$ cat src/rtl/cheshire_pkg.sv
// Cheshire platform constants used by the end-of-computation monitor.
// ScratchRegsBase is the base of the SoC scratch register file; the
// exit-status register sits one 32-bit word above it.
package cheshire_pkg;

  localparam logic [63:0] ScratchRegsBase = 64'h0000_0000_0300_0000;

endpackage

$ cat src/rtl/cheshire_eoc_monitor_counter.sv
// Up counter with synchronous clear and count enable (common_cells-style
// counter interface, reduced to the controls the monitor drives).
//   clk_i   : clock
//   rst_i   : asynchronous active-high reset, forces q_o to 0
//   clear_i : synchronous clear, wins over en_i
//   en_i    : increment by one this cycle
//   q_o     : current count
module cheshire_eoc_monitor_counter #(
  parameter int unsigned Width = 32
) (
  input  logic             clk_i,
  input  logic             rst_i,
  input  logic             clear_i,
  input  logic             en_i,
  output logic [Width-1:0] q_o
);

  always_ff @(posedge clk_i or posedge rst_i) begin
    if (rst_i)        q_o <= '0;
    else if (clear_i) q_o <= '0;
    else if (en_i)    q_o <= q_o + Width'(1);
  end

endmodule

$ cat src/rtl/cheshire_eoc_monitor.sv
// End-of-computation monitor. Snoops register-bus writes to the exit-status
// scratch register; once armed, a full-strobe write with bit 0 set reports
// exit code = data[31:1]. An optional timeout reports all-ones with
// timeout_o set. The result is held under a valid/ready handshake.
//   clk_i, rst_i     : clock, asynchronous active-high reset
//   arm_i            : start / restart monitoring (ignored while reporting)
//   snoop_*          : observed bus request (valid, ready, write, addr,
//                      wdata, wstrb)
//   eoc_valid_o      : result available, eoc_ready_i consumes it
//   exit_code_o      : reported exit code
//   timeout_o        : result was produced by the timeout
//   busy_o           : monitor is armed
module cheshire_eoc_monitor
  import cheshire_pkg::*;
#(
  parameter int unsigned AddrWidth     = 48,
  parameter int unsigned DataWidth     = 64,
  parameter logic [63:0] EocAddr       = ScratchRegsBase + 64'd4,
  parameter logic [31:0] TimeoutCycles = 32'd0
) (
  input  logic                   clk_i,
  input  logic                   rst_i,
  input  logic                   arm_i,
  input  logic                   snoop_valid_i,
  input  logic                   snoop_ready_i,
  input  logic                   snoop_write_i,
  input  logic [AddrWidth-1:0]   snoop_addr_i,
  input  logic [DataWidth-1:0]   snoop_wdata_i,
  input  logic [DataWidth/8-1:0] snoop_wstrb_i,
  output logic                   eoc_valid_o,
  input  logic                   eoc_ready_i,
  output logic [30:0]            exit_code_o,
  output logic                   timeout_o,
  output logic                   busy_o
);

  localparam int unsigned NUM_LANES = DataWidth / 32;

  localparam logic [1:0] IDLE   = 2'd0;
  localparam logic [1:0] ARMED  = 2'd1;
  localparam logic [1:0] REPORT = 2'd2;

  logic [1:0] state_q, state_d;

  logic [NUM_LANES-1:0][31:0] lane_data;
  logic [NUM_LANES-1:0][3:0]  lane_strb;
  logic [31:0]                lw;
  logic [3:0]                 ls;
  logic                       hit, eoc, tmo;
  logic                       cnt_clr, cnt_en;
  logic [31:0]                cnt_q;
  logic                       unused_addr;

  // The word address selects the 32-bit half of the 64-bit beat.
  assign lane_data = snoop_wdata_i;
  assign lane_strb = snoop_wstrb_i;
  assign lw        = lane_data[snoop_addr_i[2]];
  assign ls        = lane_strb[snoop_addr_i[2]];

  assign unused_addr = ^snoop_addr_i[1:0];

  assign hit = snoop_valid_i & snoop_ready_i & snoop_write_i &
               (snoop_addr_i[AddrWidth-1:2] == EocAddr[AddrWidth-1:2]);

  // Partial-strobe writes and even values never terminate the run.
  assign eoc = (state_q == ARMED) & hit & (&ls) & lw[0];

  // Counter reads 0 in the first armed cycle, so TimeoutCycles-1 is the
  // last armed cycle; an EOC in that same cycle takes precedence.
  assign tmo = (state_q == ARMED) & (TimeoutCycles != 32'd0) &
               (cnt_q == TimeoutCycles - 32'd1) & ~eoc;

  // Held at zero outside ARMED so every entry starts from 0; re-arm restarts.
  assign cnt_clr = (state_q != ARMED) | arm_i;
  assign cnt_en  = (state_q == ARMED) & ~(&cnt_q);

  cheshire_eoc_monitor_counter #(
    .Width ( 32 )
  ) i_cnt (
    .clk_i   ( clk_i   ),
    .rst_i   ( rst_i   ),
    .clear_i ( cnt_clr ),
    .en_i    ( cnt_en  ),
    .q_o     ( cnt_q   )
  );

  always_comb begin
    state_d = state_q;
    case (state_q)
      IDLE:    if (arm_i)       state_d = ARMED;
      ARMED:   if (eoc | tmo)   state_d = REPORT;
      REPORT:  if (eoc_ready_i) state_d = IDLE;
      default:                  state_d = IDLE;
    endcase
  end

  // Status outputs are flopped from the next state so they track state_q
  // exactly without decode glitches.
  always_ff @(posedge clk_i or posedge rst_i) begin
    if (rst_i) begin
      state_q     <= IDLE;
      eoc_valid_o <= 1'b0;
      busy_o      <= 1'b0;
      exit_code_o <= '0;
      timeout_o   <= 1'b0;
    end else begin
      state_q     <= state_d;
      eoc_valid_o <= (state_d == REPORT);
      busy_o      <= (state_d == ARMED);
      if (eoc) begin
        exit_code_o <= lw[31:1];
        timeout_o   <= 1'b0;
      end else if (tmo) begin
        exit_code_o <= '1;
        timeout_o   <= 1'b1;
      end
    end
  end

endmodule
$ cat config.mk
export PLATFORM = sky130hd
export DESIGN_NAME = cheshire_eoc_monitor
export DESIGN_NICKNAME = d
export VERILOG_FILES = /design/src/rtl/cheshire_pkg.sv /design/src/rtl/cheshire_eoc_monitor_counter.sv /design/src/rtl/cheshire_eoc_monitor.sv
export SDC_FILE = /design/constraint.sdc
export NUM_CORES = 1
export LEC_CHECK = 0
export BUFFER_PORTS_ARGS = -buffer_cell sky130_fd_sc_hd__buf_2
export CORE_MARGIN = 4
export CORE_UTILIZATION = 34
export DETAILED_ROUTE_END_ITERATION = 7
export PLACE_DENSITY_LB_ADDON = 0.25
export SYNTH_ARGS = -nofsm -noshare
export SYNTH_HDL_FRONTEND = slang
export SYNTH_SLANG_ARGS = --single-unit
$ cat constraint.sdc
create_clock -name clk_i -period 1.66 [get_ports clk_i]
set_clock_uncertainty 0.2 [all_clocks]
set_input_delay 0 -clock clk_i [delete_from_list [all_inputs] [get_ports clk_i]]
set_output_delay 0 -clock clk_i [all_outputs]
set_load 0.02 [all_outputs]
==> summary.txt <==
STA
  – Number of failing hold endpoints at the final stage: 0
  – Final worst-path cycle share: 113%
  – Setup slack after layout: -223 ps
  – Summed negative setup slack over all endpoints: -7390 ps
  – Unrepaired setup endpoints after global routing: true
  – Count of endpoints failing setup in the final report: 35
  – Final max-slew violation count: 0
  – Shortest period the worst path allows: 1880 ps
  – Tightest hold margin: 51.1 ps
  – Highest Clock Rate: 0.531 GHz

Clock tree
  – Clock slew at the register clock pins of the worst setup and hold paths: 70 ps
  – Clock net sink count: 35
  – Max H-tree Level: 2
  – Total CTS buffers: 5
  – Clock insertion delay at the later pin of the skew report: 280 ps
  – Root Buffer: clkbuf_8
  – TritonCTS clock tree: built
  – Longest Clk Path Bufs: 2

Layout
  – Number of nets in the finished design: 532
  – Final Instance Area: 3660 sq um
  – Fillcell total: 388
  – Ant. Diodes: 0
  – Multi-input combinational cell area: 881 sq um
  – Fraction of layout cells with a size suffix above 1: 45.6%
  – Register cell area after layout: 876 sq um
  – Util after Layout: 70.7%
  – Count of non-filler cells in the finished layout: 476
  – Post-synthesis to final-layout area growth: 99.7%

Setup path
  – Kind of cell with the highest combined delay on the critical path: simple AND/OR/NAND/NOR gates
  – Slowest-stage cell, CP: dfrtp_1
  – Worst setup SP type: register
  – Crit Path Category: register to register
  – Data required time of the critical path: 1660 ps
  – Cells traversed along the worst timing path: and4b_1 > nand4_1 > nor4_4 > buf_6 > buf_12 > a21oi_1 > a31oi_1
  – Worst path buffer plus inverter count: 2
  – Crit end category: register
  – Arrival time at the worst endpoint: 1880 ps
  – Max stage delay on crit path: 370 ps
  – Top fanout value on the critical path: 17

Synthesis
  – Post-synthesis average cell area: 10.3 sq um
  – Dominant combinational cell family by area after synthesis: compound AO/OA/AOI/OAI gates
  – Synth top area share: 47.8%
  – Most frequently used flop master after synthesis: dfrtp_1
  – Total of warnings raised by yosys: 0
  – Compound-gate portion of the synthesized area: 21.1%
  – Post-synth EDFFs: 0
  – Mux contribution to synthesized area: 17.0%
  – Adder-Cell Fraction of Synth Area: 0%
  – Most numerous cell in the Yosys netlist: dfrtp_1
  – Number of unique standard cell types used by synthesis: 23
  – Leading post-synthesis cells by instance count: 35 x dfrtp_1, 31 x a21oi_1, 31 x a31oi_1, 31 x mux2i_1, 10 x clkbuf_1
  – Syn nets: 305
  – Leading post-synthesis cells by cell area: dfrtp_1 48%, mux2i_1 17%, a31oi_1 11%
  – Post-synthesis simple-gate area fraction: 8.54%
  – Cell taking the most area after synthesis: dfrtp_1
  – Sequential share of the synthesized area: 47.8%
  – Cells after synthesis: 178
  – Xor and xnor area share after synthesis: 0%
  – Post-synthesis register bit count: 35
  – Share of flip-flops with an asynchronous set or reset: 100%
  – Cell Area, Synth: 1830 sq um

Detailed routing
  – Wirelength per Cell: 14.6 um
  – Detailed-route vias per instance: 4.94
  – # DRC: 0
  – Via count: 2351
  – Count of antenna-violating nets left after detailed routing: 0
  – Post-detailed-routing wire length: 6.96 mm
  – Drt pass-1 iters: 4
  – Initial DRC Count: 56

Floorplanning
  – Area inside the core boundary: 5170 sq um
  – Die outline height: 81.4 um
  – # IOs: 161
  – Starting utilization of the core area: 35.4%
  – Die Span X: 81.4 um
  – Die Footprint: 6620 sq um
  – Number of cell rows: 26

Placement
  – Area after detailed placement: 2740 sq um
  – Post-placement setup slack: -256 ps
  – IO Port Bufs: 157
  – HPWL reported at the end of detailed placement: 4.37 mm
  – RePlAce Congestion: 0.758
  – # placed instances: 395

GRT
  – Total track usage: 21.2%
  – Initial antenna violation count: 0
  – Via count of the first global-routing pass: 2368
  – Largest net degree at the start of global routing: 36
  – First-pass GRT wire length: 10.7 mm
  – Remaining Overflow, GRT: 0

Outcome
  – Status: complete, but fails checks
  – Failing checks: negative setup slack

Flow run
  – Total of max-cap violations: 0

Power and ir drop
  – Leakage power: 1.94 nW
  – Total power per unit cell area: 560 nW/um^2
  – Power Total: 2.05 mW
  – Peak ir drop on the vdd network: 0.000342 V

Hold path
  – Tightest Hold Check Type: primary input to register
-- logic make-up after synthesis --
family,Yosys count
other,1
AO/OA/AOI/OAI,67
flip-flops,35
AND/OR/NAND/NOR,24
buffers and inverters,20
multiplexers,31
-- area by class of cell --
type | instances | share of cell area (%)
well taps | 70 | 2.40
repair buffers | 239 | 46.2
multi-input cells | 123 | 24.1
inverters | 1 | 0.103
flip-flops and latches | 35 | 24.0
clock inverters | 2 | 0.958
clock buffers | 6 | 2.26
-- report_power, final --
part | switching (mW) | internal, mW | total (mW)
combinational | 0.133 | 0.276 | 0.409
clock | 0.302 | 0.486 | 0.787
sequential | 0.0000000000000000516 | 0.852 | 0.852
-- per-layer routing --
metal / part of all wire (%) / GRT usage (%) / vias up
met3: 8.0 / 5.43 / 4
met4: 0.73 / 5.41 / 0
li1: - / - / 1145
met5: 0 / 0 / -
met1: 36 / 22.5 / 1095
met2: 55 / 41.1 / 107
-- state kept, by name (all words and copies together) (netlist names) --
signal and count:
eoc_valid_o 1, busy_o 1, state_q 2, exit_code_o 31
-- worst min-delay path, stage by stage --
cell,delay (ps)
buf_2,70
nand4_1,130
o21ai_4,180
a31oi_1,100
-- worst paths after layout --
| check | startpoint | depth (start not counted) | slack [ps] | end |
|---|---|---|---|---|
| worst max-delay path | state_q[0]$_DFF_PP0_ | 7 | -220 | exit_code_o[16]$_DFFE_PP0P_ |
| worst min-delay path | snoop_wstrb_i[7] | 4 | 50 | exit_code_o[23]$_DFFE_PP0P_ |
| worst max register to register | state_q[0]$_DFF_PP0_ | 7 | -220 | exit_code_o[16]$_DFFE_PP0P_ |
| worst min register to register | exit_code_o[17]$_DFFE_PP0P_ | 2 | 350 | exit_code_o[17]$_DFFE_PP0P_ |
| max in group asynchronous | rst_i | 4 | 780 | exit_code_o[22]$_DFFE_PP0P_ |
| min in group asynchronous | rst_i | 4 | 170 | exit_code_o[25]$_DFFE_PP0P_ |
-- layout by cell type (no fill, tap or decap), types with 2 or more instances in the layout --
master	Yosys	layout
buf_4	2	8
nor2_1	2	2
a211oi_1	2	2
dlygate4sd3_1	0	65
nand3_1	2	2
buf_12	0	5
and3_1	2	2
nor4bb_1	2	2
nor4_1	9	9
buf_2	6	157
a31oi_1	31	31
mux2i_1	31	31
a21oi_1	31	30
buf_16	0	3
a22o_1	2	2
clkbuf_8	0	6
dfrtp_1	35	35
nand4_1	3	3
-- repair_timing --
item                       4_1_cts  5_1_grt
buffers inserted                 4        0
hold buffers                    65        0
setup endpoints to repair       35       35
gates cloned                     4        0
gates resized for setup          6        1
hold endpoints to repair        70        0
No activity file was read; power rests on OpenSTA's default activity.
